==> config.mk <==
export PLATFORM = sky130hd
export DESIGN_NAME = uart6551_tx_sched
export DESIGN_NICKNAME = d
export VERILOG_FILES = /design/src/rtl/uart6551_tx_sched.sv
export SDC_FILE = /design/constraint.sdc
export NUM_CORES = 1
export LEC_CHECK = 0
export CORE_MARGIN = 4
export CORE_UTILIZATION = 35
export DETAILED_ROUTE_END_ITERATION = 8
export DONT_BUFFER_PORTS = 1
export GPL_TIMING_DRIVEN = 0
export PLACE_DENSITY_LB_ADDON = 0.08
export SYNTH_ARGS = -nofsm -noshare
export SYNTH_HDL_FRONTEND = slang
export SYNTH_SLANG_ARGS = --single-unit
==> constraint.sdc <==
create_clock -name clk -period 2.6 [get_ports clk]
set_input_delay 0.26 -clock clk [delete_from_list [all_inputs] [get_ports clk]]
set_output_delay 0.26 -clock clk [all_outputs]
set_load 0.02 [all_outputs]
==> src/rtl/uart6551_tx_sched.sv <==
// ---------------------------------------------------------------------------
// uart6551_tx_sched
//
// Write scheduler that sits in front of a 6551-style UART transmitter. It
// merges three sources of traffic into the transmitter's write port:
//   - timed break requests (highest priority)
//   - XON/XOFF software flow-control characters
//   - host data bytes (lowest priority)
// Every write is spaced IDLE -> WR -> GAP -> IDLE, so consecutive tx_wr
// rising edges are always at least three cycles apart. This spacing lets the
// transmitter's write edge detector see every write.
//
// Ports
//   clk           clock; the only clock
//   rst           asynchronous, active-high reset
//   baud16x_ce    baud x16 clock enable; times the break
//   sw_flow_en    enables XON/XOFF flow control
//   rx_xoff_seen  one-cycle pulse: the remote end sent XOFF
//   rx_xon_seen   one-cycle pulse: the remote end sent XON
//   rx_hi         local receive FIFO is above its high watermark
//   rx_lo         local receive FIFO is below its low watermark
//   h_valid       host byte valid
//   h_data        host byte
//   h_ready       host byte accepted when h_valid & h_ready
//   brk_req       one-cycle pulse: request a timed break
//   brk_busy      a break is pending or in progress
//   tx_wr         write strobe to the transmitter (one cycle wide)
//   tx_din        byte to the transmitter; stable through WR and GAP
//   tx_full       transmitter FIFO full
//   tx_empty      transmitter FIFO empty
//   txBreak       break control to the transmitter
//   paused        remote XOFF in effect; host traffic is held off
//   xoff_sent     local XOFF sent and not yet cancelled by an XON
// ---------------------------------------------------------------------------
module uart6551_tx_sched #(
  parameter logic [7:0]  XON_CHAR  = 8'h11,
  parameter logic [7:0]  XOFF_CHAR = 8'h13,
  parameter logic [15:0] BRK_LEN   = 16'd160
) (
  input  logic       clk,
  input  logic       rst,
  input  logic       baud16x_ce,
  input  logic       sw_flow_en,
  input  logic       rx_xoff_seen,
  input  logic       rx_xon_seen,
  input  logic       rx_hi,
  input  logic       rx_lo,
  input  logic       h_valid,
  input  logic [7:0] h_data,
  output logic       h_ready,
  input  logic       brk_req,
  output logic       brk_busy,
  output logic       tx_wr,
  output logic [7:0] tx_din,
  input  logic       tx_full,
  input  logic       tx_empty,
  output logic       txBreak,
  output logic       paused,
  output logic       xoff_sent
);

  typedef enum logic [2:0] {
    IDLE,
    WR,
    GAP,
    BRK_DRAIN,
    BRK
  } state_e;

  // A zero-length break still lasts one tick: the terminal count is 0.
  localparam logic [15:0] BRK_LAST = (BRK_LEN == 16'd0) ? 16'd0 : (BRK_LEN - 16'd1);

  state_e      state_q,     state_d;
  logic        tx_wr_q,     tx_wr_d;
  logic [7:0]  tx_din_q,    tx_din_d;
  logic        txbreak_q,   txbreak_d;
  logic        paused_q,    paused_d;
  logic        xoff_sent_q, xoff_sent_d;
  logic        pend_xon_q,  pend_xon_d;
  logic        pend_xoff_q, pend_xoff_d;
  logic        brk_pend_q,  brk_pend_d;
  logic [15:0] brk_cnt_q,   brk_cnt_d;

  logic in_idle;
  logic ctrl_go;
  logic host_go;

  assign in_idle = (state_q == IDLE);

  // Host handshake is blocked by anything that outranks it or would stall it.
  assign h_ready = in_idle & ~tx_full & ~paused_q & ~brk_pend_q
                 & ~pend_xon_q & ~pend_xoff_q;

  assign brk_busy = brk_pend_q | (state_q == BRK_DRAIN) | (state_q == BRK);

  // Control characters bypass the remote pause: the remote end must still
  // hear our XOFF/XON even while it has paused us.
  assign ctrl_go = in_idle & ~brk_pend_q & sw_flow_en & ~tx_full
                 & (pend_xon_q | pend_xoff_q);

  assign host_go = h_valid & h_ready;

  // -------------------------------------------------------------------------
  // Next-state logic
  // -------------------------------------------------------------------------
  always_comb begin
    // NOTE: every variable gets a default first so no path can infer a latch.
    state_d     = state_q;
    tx_din_d    = tx_din_q;
    paused_d    = paused_q;
    xoff_sent_d = xoff_sent_q;
    pend_xon_d  = pend_xon_q;
    pend_xoff_d = pend_xoff_q;
    brk_pend_d  = brk_pend_q;
    brk_cnt_d   = brk_cnt_q;

    unique case (state_q)
      IDLE: begin
        if (brk_pend_q) begin
          state_d = BRK_DRAIN;
        end else if (ctrl_go) begin
          // Only one of the two pending flags can be set at a time.
          tx_din_d    = pend_xoff_q ? XOFF_CHAR : XON_CHAR;
          xoff_sent_d = pend_xoff_q;
          state_d     = WR;
        end else if (host_go) begin
          tx_din_d = h_data;
          state_d  = WR;
        end
      end

      WR:  state_d = GAP;

      GAP: state_d = IDLE;

      BRK_DRAIN: begin
        // Let the transmitter finish shifting out queued bytes first.
        if (tx_empty) begin
          state_d   = BRK;
          brk_cnt_d = 16'd0;
        end
      end

      BRK: begin
        if (baud16x_ce) begin
          if (brk_cnt_q == BRK_LAST) begin
            state_d    = IDLE;
            brk_pend_d = 1'b0;
          end else begin
            brk_cnt_d = brk_cnt_q + 16'd1;
          end
        end
      end

      default: state_d = IDLE;
    endcase

    // Flow-control requests: a new request overwrites the pending one.
    if (sw_flow_en && rx_hi && !xoff_sent_q) begin
      pend_xoff_d = 1'b1;
      pend_xon_d  = 1'b0;
    end else if (sw_flow_en && rx_lo && xoff_sent_q) begin
      pend_xon_d  = 1'b1;
      pend_xoff_d = 1'b0;
    end

    // Issuing a character retires its request on the same edge it enters WR.
    if (ctrl_go) begin
      pend_xon_d  = 1'b0;
      pend_xoff_d = 1'b0;
    end

    // Simultaneous XON and XOFF from the remote cancel out.
    if (sw_flow_en) begin
      if (rx_xoff_seen && !rx_xon_seen) begin
        paused_d = 1'b1;
      end else if (rx_xon_seen && !rx_xoff_seen) begin
        paused_d = 1'b0;
      end
    end

    // A break request while one is already outstanding is dropped.
    if (brk_req && !brk_busy) begin
      brk_pend_d = 1'b1;
    end

    // Disabling flow control forgets all flow state but leaves any write or
    // break already under way to complete.
    if (!sw_flow_en) begin
      paused_d    = 1'b0;
      xoff_sent_d = 1'b0;
      pend_xon_d  = 1'b0;
      pend_xoff_d = 1'b0;
    end

    // Strobe outputs are registered from the next state so they are clean.
    tx_wr_d   = (state_d == WR);
    txbreak_d = (state_d == BRK);
  end

  // -------------------------------------------------------------------------
  // State registers
  // -------------------------------------------------------------------------
  always_ff @(posedge clk or posedge rst) begin
    if (rst) begin
      state_q     <= IDLE;
      tx_wr_q     <= 1'b0;
      tx_din_q    <= 8'h00;
      txbreak_q   <= 1'b0;
      paused_q    <= 1'b0;
      xoff_sent_q <= 1'b0;
      pend_xon_q  <= 1'b0;
      pend_xoff_q <= 1'b0;
      brk_pend_q  <= 1'b0;
      brk_cnt_q   <= 16'd0;
    end else begin
      // NOTE: non-blocking assignments keep every register sampling the
      // pre-edge values, independent of statement order.
      state_q     <= state_d;
      tx_wr_q     <= tx_wr_d;
      tx_din_q    <= tx_din_d;
      txbreak_q   <= txbreak_d;
      paused_q    <= paused_d;
      xoff_sent_q <= xoff_sent_d;
      pend_xon_q  <= pend_xon_d;
      pend_xoff_q <= pend_xoff_d;
      brk_pend_q  <= brk_pend_d;
      brk_cnt_q   <= brk_cnt_d;
    end
  end

  assign tx_wr     = tx_wr_q;
  assign tx_din    = tx_din_q;
  assign txBreak   = txbreak_q;
  assign paused    = paused_q;
  assign xoff_sent = xoff_sent_q;

endmodule

==> out/results.ini <==
[run_status]
status = finished with violations
violations = negative hold slack

[sta]
rsz0062_at_grt = no
finalCriticalPeriod_ps = 2200
setup_tns_ps = 0
fmax_mhz = 454
relSlewSlack = 0.526
maxSlewViolCount = 0
fin_worst_skew_ps = 3.71
holdWs_ps = -36.8
hold_viol = 34
min_period_over_period = 0.848
report.final.setup_viol = 0
worst_pin_slew_ps = 709

[clock_tree]
clock_latency_ps = 290
cts_setup_buffers = 0
cts_root_buf = clkbuf_8
cts_tree = built
cts_resized = 0
cts.sinks = 34
cts_buffer_depth = 2
htree_levels = 2
cts.hold.buffers_added = 0
clkSlewWorstSetupHoldPaths_ps = 70
cts_buffers = 5

[route]
drt-total-wl_microns = 3940
via_per_inst = 5.48
detail-route-antenna-nets = 0
wl_per_cell_microns = 15.1
vias = 1431
drt_first_pass_iters = 5
drcViolationCount = 0
drt_iter0_drc = 120

[power_and_ir_drop]
leakage_nw = 0.806
pwr-share-clk = 0.286
ir_drop_mv = 0.386
p_comb_frac = 0.154
p_int_mw = 0.938
seqPwrFrac = 0.560
p_sw_mw = 0.504
powerDensity_nw_per_um2 = 742
switching_share = 0.350

[final_layout]
n_antenna_cell = 0
n_fill_cell = 487
final_cell_area_sq_um = 1940
final_nets = 214
syn_to_final_growth_pct = 10.1
multi_input_area_sq_um = 851
drive_gt1_frac = 0.0979
instances_no_fill = 261
regArea_sq_um = 851

[global_route]
overflow = 0
grt_max_degree = 35
antenna_found_initial = 0
grt_pass1_vias = 1396
gr-usage-all-layers = 0.140
grt_first_pass_wirelength_microns = 6840

[job]
drv_cap = 0

[die]
die_w_microns = 79.0
start_util = 0.366
io-pin-count = 34
die_y_microns = 79.0
rows = 25
coreArea_sq_um = 4820
dieArea_sq_um = 6240

[yosys]
synth_area_sq_um = 1760
seq_area_frac_synth = 0.482
syn_nets = 207
synth_seq_cells = 34
yosys_warnings = 0
async_flop_share = 1.00
avgSynthCellArea_sq_um = 9.48
postSynthCellCount = 186
synth_edf_count = 0
ys_types = 43
synth_flop_cell = dfrtp_1

[critical_path]
reg2reg_slack_ps = 400
crit_fanout = 10
crit_path_start_kind = flip-flop
cp.required_ps = 2760
rr_startpoint = brk_cnt_q[13]
path_cells = or4b_2 > nor4_4 > buf_6 > o21a_1 > o211ai_1
r2r-end = brk_cnt_q[4]
path_class = flip-flop to flip-flop
critPathTopFamily = simple AND/OR/NAND/NOR gates
r2r_cells = 5
slowest_delay_ps = 710
worst-path-buf-inv = 1
crit_path_end_kind = flip-flop
worstPathArrival_ps = 2370
slowest_stage = or4b_2

[place]
dpl.cell_count = 253
io_buffers = 0
routabilityCongestion = 0.827
placed_area_sq_um = 1850
hpwlAfterDp_microns = 2850

[hold_path]
min_path_type = input port to async pin

## Yosys cell counts, drive strengths merged, types with 4 or more instances
master,count,area share
nand2,32,0.068
o21ai,8,0.023
inv,5,0.011
mux2i,4,0.023
or4,9,0.038
a21oi,13,0.037
dfrtp,34,0.48
nand3,13,0.037
o31ai,6,0.026
or3,7,0.025
nor3,5,0.014
nand2b,4,0.014
buf,5,0.021
## kinds of logic after synthesis
group,Yosys count,share of synthesized area
adders and majority gates,2,0.0128
DFF,34,0.482
AOI/OAI and AO/OA,38,0.133
buffers and inverters,12,0.0355
and+or+nand+nor,96,0.313
muxes,4,0.0227
## metal layers
metal,wire length [microns],GRT usage,up-vias
met3,235,0.0420,7
li1,-,-,694
met5,0,0,-
met2,1820,0.217,36
met4,68,0.0567,0
met1,1820,0.182,694
## state kept, by name (all words and copies together), names as in the netlist
signal       count
brk_pend_q       1
pend_xoff_q      1
paused           1
state_q          3
tx_wr            1
pend_xon_q       1
brk_cnt_q       16
xoff_sent        1
tx_din           8
txBreak          1
## power by group through the flow
| stage | combinational, mW | clock, mW | sequential (mW) |
|---|---|---|---|
| after detailed placement | 0.229 | 0 | 0.817 |
| final | 0.223 | 0.412 | 0.808 |
| after CTS | 0.227 | 0.429 | 0.808 |
| after global routing | 0.259 | 0.458 | 0.823 |
| after floorplan | 0.186 | 0 | 0.787 |
| after global placement | 0.218 | 0 | 0.816 |
## per-stage QoR
step,util,worst slack (ps),power (mW)
final,0.403,396,1.44
after global routing,0.403,278,1.54
after global placement,0.384,401,1.03
after detailed placement,0.384,407,1.05
after CTS,0.403,382,1.46
after floorplan,-,662,0.973
## worst reg2reg max path, cell delays in order (launching register included)
cell and delay, ps:
dfrtp_1 420, or4b_2 710, nor4_4 410, buf_6 220
o21a_1 210, o211ai_1 110
## layout by cell type, fill, tap and decap left out, types with 4 or more instances in the layout
master    synthesis  layout
nand2b_1          4       4
clkbuf_8          0       6
nand2_1          32      32
dfrtp_1          34      34
or3_1             7       7
mux2i_1           4       4
a21oi_1          13      13
nand3_1          13      13
o31ai_1           6       6
or4_1             9       9
o21ai_0           8       8
nor3_1            5       5
inv_1             5       4
## how the worst max path moves through the flow
stage / slack, ps / endpoint / startpoint / cells past startpoint
after CTS: 380 / brk_cnt_q[1] / brk_cnt_q[9] / 5
after detailed placement: 410 / brk_cnt_q[1] / brk_cnt_q[9] / 5
after floorplan: 660 / brk_cnt_q[4] / brk_cnt_q[13] / 5
after global routing: 280 / brk_cnt_q[1] / brk_cnt_q[9] / 5
final: 400 / brk_cnt_q[4] / brk_cnt_q[13] / 5
after global placement: 400 / brk_cnt_q[1] / brk_cnt_q[9] / 5
## area by class of cell
type / count / area share
flip-flops and latches: 34 / 0.438
multi-input cells: 140 / 0.438
well taps: 67 / 0.0431
clock buffers: 6 / 0.0425
plain buffers: 7 / 0.0225
inverters: 5 / 0.00966
clock inverters: 2 / 0.00644
(Power assumes the default switching activity.)
